--- src/rtl/parity_rx.sv ---
// Serial frame receiver: start bit, DATA_W data bits LSB first, parity bit, stop bit.
// Received words are checked and presented on a one-entry valid/ready buffer.
module parity_rx #(
  parameter int   DATA_W = 8,
  parameter logic ODD    = 1'b0
) (
  input  logic              i_clk,
  input  logic              i_rst_n,
  input  logic              i_bit,
  input  logic              i_bit_en,
  output logic [DATA_W-1:0] o_data,
  output logic              o_valid,
  input  logic              i_ready,
  output logic              o_par_err,
  output logic              o_frame_err,
  output logic              o_overrun,
  output logic              o_busy
);

  localparam int CNT_W = $clog2(DATA_W);

  typedef enum logic [1:0] {
    S_IDLE   = 2'd0,
    S_DATA   = 2'd1,
    S_PARITY = 2'd2,
    S_STOP   = 2'd3
  } state_t;

  state_t             r_state;
  state_t             w_state_nxt;
  logic               w_commit;
  logic               w_last_bit;
  logic               w_buf_free;
  logic [DATA_W-1:0]  r_shift;
  logic [CNT_W-1:0]   r_cnt;
  logic               r_acc;
  logic               r_par_bad;
  logic [DATA_W-1:0]  r_data;
  logic               r_valid;
  logic               r_par_err;
  logic               r_frame_err;
  logic               r_overrun;
  logic               r_busy;

  function automatic logic par_mismatch(input logic acc, input logic par_bit);
    return acc ^ par_bit;
  endfunction

  assign w_last_bit = (r_cnt == CNT_W'(DATA_W - 1));
  assign w_buf_free = !r_valid || i_ready;

  // State register
  always_ff @(posedge i_clk) begin
    if (!i_rst_n) begin
      r_state <= S_IDLE;
    end else begin
      r_state <= w_state_nxt;
    end
  end

  // Next-state decode; a frame commits on the stop-bit strobe
  always_comb begin
    w_state_nxt = r_state;
    w_commit    = 1'b0;
    if (i_bit_en) begin
      case (r_state)
        S_IDLE: begin
          if (!i_bit) begin
            w_state_nxt = S_DATA;
          end else begin
            w_state_nxt = S_IDLE;
          end
        end
        S_DATA: begin
          if (w_last_bit) begin
            w_state_nxt = S_PARITY;
          end else begin
            w_state_nxt = S_DATA;
          end
        end
        S_PARITY: w_state_nxt = S_STOP;
        S_STOP: begin
          w_state_nxt = S_IDLE;
          w_commit    = 1'b1;
        end
        default: w_state_nxt = S_IDLE;
      endcase
    end else begin
      w_state_nxt = r_state;
    end
  end

  // Deserialiser, bit counter and parity accumulator
  always_ff @(posedge i_clk) begin
    if (!i_rst_n) begin
      r_shift   <= {DATA_W{1'b0}};
      r_cnt     <= {CNT_W{1'b0}};
      r_acc     <= 1'b0;
      r_par_bad <= 1'b0;
    end else if (i_bit_en) begin
      case (r_state)
        S_IDLE: begin
          if (!i_bit) begin
            r_cnt <= {CNT_W{1'b0}};
            r_acc <= ODD;
          end
        end
        S_DATA: begin
          r_shift <= {i_bit, r_shift[DATA_W-1:1]};
          r_acc   <= r_acc ^ i_bit;
          if (!w_last_bit) begin
            r_cnt <= r_cnt + CNT_W'(1);
          end
        end
        S_PARITY: r_par_bad <= par_mismatch(r_acc, i_bit);
        S_STOP:   r_par_bad <= r_par_bad;
        default:  r_cnt <= {CNT_W{1'b0}};
      endcase
    end
  end

  // Output buffer: load on commit when free, otherwise flag overrun
  always_ff @(posedge i_clk) begin
    if (!i_rst_n) begin
      r_data      <= {DATA_W{1'b0}};
      r_valid     <= 1'b0;
      r_par_err   <= 1'b0;
      r_frame_err <= 1'b0;
      r_overrun   <= 1'b0;
      r_busy      <= 1'b0;
    end else begin
      r_overrun <= 1'b0;
      r_busy    <= (w_state_nxt != S_IDLE);
      if (w_commit && w_buf_free) begin
        r_data      <= r_shift;
        r_valid     <= 1'b1;
        r_par_err   <= r_par_bad;
        r_frame_err <= ~i_bit;
      end else if (w_commit) begin
        r_overrun <= 1'b1;
      end else if (r_valid && i_ready) begin
        r_valid <= 1'b0;
      end
    end
  end

  assign o_data      = r_data;
  assign o_valid     = r_valid;
  assign o_par_err   = r_par_err;
  assign o_frame_err = r_frame_err;
  assign o_overrun   = r_overrun;
  assign o_busy      = r_busy;

endmodule

--- config.mk ---
export PLATFORM = sky130hd
export DESIGN_NAME = parity_rx
export DESIGN_NICKNAME = d
export VERILOG_FILES = /design/src/rtl/parity_rx.sv
export SDC_FILE = /design/constraint.sdc
export NUM_CORES = 1
export LEC_CHECK = 0
export CORE_MARGIN = 2
export CORE_UTILIZATION = 45
export DETAILED_ROUTE_END_ITERATION = 8
export PLACE_DENSITY = 0.77
export SLEW_MARGIN = 20
export SYNTH_ARGS = -nofsm -noshare
export SYNTH_HDL_FRONTEND = slang
export SYNTH_SLANG_ARGS = --single-unit
--- constraint.sdc ---
create_clock -name i_clk -period 3.3 [get_ports i_clk]
set_input_delay 0.66 -clock i_clk [delete_from_list [all_inputs] [get_ports i_clk]]
set_output_delay 0.66 -clock i_clk [all_outputs]
set_load 0.005 [all_outputs]
### After elaboration in Yosys (flattened, before gate mapping)

Index checks and enable logic that the tools add are counted.

* $add $sub $neg: 1
* eq/ne operators: 7
* mux-type cells: 15
* bitwise operators: 3
* reductions and logical operators: 14

Operators with widths (count)
* $mux W1: 8
* $pmux W2 S4: 1
* $mux W3: 2
* $pmux W3 S2: 1
* $reduce_and A2 Y1: 3
* $reduce_bool A2 Y1: 3
* $eq A2 B2 Y1 const B: 2
* $mux W2: 2
* $ne A2 B2 Y1 const B: 2
* $reduce_and A4 Y1: 1
* $add A3 B1 Y3 const B: 1
* $eq A3 B3 Y1 const B: 1
* $reduce_and A3 Y1: 1
* $eq A2 B1 Y1 const B: 1
* $logic_and A1 B1 Y1: 2
* $logic_not A2 Y1: 1
* $ne A2 B1 Y1 const B: 1
* $not A1 Y1: 2
* $pmux W1 S2: 1
* $reduce_or A2 Y1: 1
* $logic_not A1 Y1: 1
* $logic_or A1 B1 Y1: 1
* $xor A1 B1 Y1: 1

* flip-flop bits (word level): 28
* input port bits: 5
* output and inout port bits: 13

### Logic depth before layout (Yosys ltp)

* depth after elaboration: 6
* mapped depth: 5
* gate-level depth less buffers: 5

### Worst setup path before layout

OpenSTA, ideal clock, no wires.

* path kind: in2reg
* start point: input port i_bit_en
* end point: register r_data[0] (netlist: o_data[0])
* arrival: 1.332 ns
* data required time: 3.228 ns
* setup slack: 1.896 ns
* stages on the path: 5
* path buffers: 2
* cell sequence: buf_6 nand3_1 nor2b_1 buf_6 mux2i_1

* cells in the longest elaborated chain, start to end: 2

Ends and longest elaborated chain
* start: declaration: line 10 `input logic i_bit_en,`
* $mux W1: line 65 `if (i_bit_en) begin`
* $logic_and A1 B1 Y1: line 134 `if (w_commit && w_buf_free) begin`
* end signal: assignment: line 125 `r_data <= {DATA_W{1'b0}};`
* end signal: assignment: line 135 `r_data <= r_shift;`
* end: declaration: line 38 `logic [DATA_W-1:0] r_data;`

Every way passes these cells.
A chain may end at the register's enable or synchronous reset.

### Final worst setup path

* start point: input port i_bit_en
* end point: register r_data[3] (netlist: o_data[3])

The elaborated chain is that of the path after synthesis.

==> results.yml <==
status:
  status: "completed"
logic_synthesis:
  synth_area_um2: 1204
  synth_fp_nets: 138
  ys_types: 28
  netlist.area_leader.share: 0.4657
  ys.flop_type: "dfxtp_1"
  synth_top_area_cell: "dfxtp_1"
  syn_inst: 131
  synth.yosys.warnings: 0
  synth_top_cells_by_area: "dfxtp_1 47%, mux2i_1 12%, nand2_1 9.7%"
  syn_avg_cell_area_um2: 9.188
  ys_seq_elements: 28
  synthArstFlopShare: 0
  synth_enable_flop_cells: 0
  ys_seq_area_frac: 0.4657
worst_setup_path:
  required_ns: 3.55
  critPathMaxFanout: 16
  endpoint_kind: "register"
  arrival_ns: 2.28
  crit_type: "input pin to register"
  cp-start-kind: "input pin"
global_routing:
  grt_pass1_wl_um: 3663
  grt_pass1_vias: 853
  grt_max_degree: 18
  grtUsageTotal: 0.1449
  antenna_found_initial: 0
  grt_overflow: 0
timing:
  skew_ns: 0.006121
  slew_headroom: 0.6200
  period_share: 0.6133
  rsz0062_at_grt: "no"
  period_minus_slack_ns: 2.024
  tightest_slew_ns: 0.5683
  finalMaxSlewViolations: 0
  setup_tns_ns: 0
  hold_violations: 0
  max_freq_mhz: 494.1
  setup_viol: 0
  hold_ws_ns: 0.4632
route:
  dr_total_vias: 899
  ant_nets: 0
  drt_iter0_drc: 20
  wirelength_um: 2021
  vias_per_cell: 5.167
  drcViolationCount: 0
  dr.pass1.iters: 3
  avgRoutedWirePerCell_um: 11.61
run:
  drv_cap: 0
floorplan:
  io_pins: 18
  dieArea_um2: 3105
  die_x_um: 55.72
  row_count: 18
  coreArea_um2: 2500
  initial_utilization: 0.4815
  fp.dieH_um: 55.72
cts:
  numClockSinks: 28
  clock_path_buffers: 2
  post_cts_resized: 0
  cts_max_level: 1
  cts_buffers: 3
  postCtsHoldBufs: 0
  post_cts_buffers: 0
  clk-insertion-delay-late_ns: 0.32
  cts_root_buffer: "clkbuf_4"
  clkSlewWorstSetupHoldPaths_ns: 0.14
  cts_tree: "done"
power:
  p_leak_nw: 0.4923
  powerDensity_nw_per_um2: 389.5
  ir_drop_mv: 0.3525
placed_design:
  placedInstanceArea_um2: 1351
  gp_congestion: 0.7656
  hpwl_um: 1489
  port_buffers: 17
  numPlacedInstances: 170
worst_hold_path:
  hold_path.class: "register to register"
cells_and_area:
  final_area_um2: 1388
  drive_gt1_frac: 0.07639
  fill_cells: 228
  n_antenna_cell: 0
  syn_to_final_growth_pct: 15.28
  nets: 152
  final_cells: 174
[worst paths after layout]
kind	slack, ns	startpoint	to	cells after the start
setup / recovery	1.28	i_bit_en	o_data[3]$_SDFFE_PN0P_	5
hold / removal	0.46	o_data[1]$_SDFFE_PN0P_	o_data[1]$_SDFFE_PN0P_	2
setup reg to reg	1.90	r_state[0]$_SDFF_PN0_	o_data[3]$_SDFFE_PN0P_	4
hold reg to reg	0.46	o_data[1]$_SDFFE_PN0P_	o_data[1]$_SDFFE_PN0P_	2
[layer usage]
layer / track usage / wire (µm) / vias up
met5: 0 / 0 / -
met4: 0.03136 / 34 / 0
met3: 0.04884 / 68 / 4
met2: 0.2517 / 956 / 11
met1: 0.1727 / 962 / 415
li1: - / - / 469
[Yosys cell counts, types with 2 or more instances]
master	count
nand2_1	31
nand3_1	10
nand2b_1	2
dfxtp_1	28
buf_6	4
nand3b_1	2
mux2i_1	14
nor2_1	5
ha_1	2
buf_2	3
nor2b_1	2
a21oi_1	10
o22ai_1	2
a211oi_1	2
[through the flow]
stage	worst slack [ns]	utilization	total power (W)
2_1_floorplan	1.896	-	0.0003798
3_3_place_gp	1.026	0.5405	0.0003860
3_5_place_dp	0.9460	0.5405	0.0003872
4_1_cts	1.292	0.5551	0.0005503
5_1_grt	1.155	0.5551	0.0005710
6_report	1.276	0.5551	0.0005404
[worst max-delay path: stages]
cell and delay, ns:
clkdlybuf4s50_1 0.83, nand3_1 0.21, nor2b_1 0.14, buf_4 0.22, mux2i_1 0.21
[registers in the layout (all words and copies together) (netlist names)]
signal	flops
o_frame_err	1
r_state	2
o_valid	1
r_shift	8
o_overrun	1
r_par_bad	1
o_par_err	1
r_cnt	3
o_data	8
r_acc	1
o_busy	1
[area by class of cell]
| cell class | count | area [µm²] | area share |
|---|---|---|---|
| tap | 30 | 37.54 | 0.02705 |
| inverter | 1 | 3.754 | 0.002705 |
| multi-input combinational | 92 | 564.3 | 0.4067 |
| clock buffer | 4 | 36.28 | 0.02615 |
| sequential | 28 | 560.5 | 0.4040 |
| timing repair buffer | 19 | 185.2 | 0.1335 |
[cell usage in the layout, fill, tap and decap left out, types with 2 or more instances in the layout]
cell	n
nand2_1	31
dfxtp_1	28
clkdlybuf4s50_1	17
mux2i_1	14
nand3_1	10
a21oi_1	10
nor2_1	5
clkbuf_4	3
nand2b_1	2
nor2b_1	2
nand3b_1	2
o22ai_1	2
a211oi_1	2
ha_1	2
buf_4	2
[where the power goes]
part,switching [W],internal (W),total (W)
sequential,0.00000379,0.000341,0.000345
clock,0.0000933,0.0000675,0.000161
combinational,0.0000201,0.0000146,0.0000347
[cells by family after synthesis]
group,synth area share
AOI/OAI and AO/OA,0.07588
buffers and inverters,0.06548
adders and majority gates,0.02079
DFF,0.4657
muxes,0.1258
and+or+nand+nor,0.2391
xor gates and xnor gates,0.007278
Power figures use the tool's default switching activity.
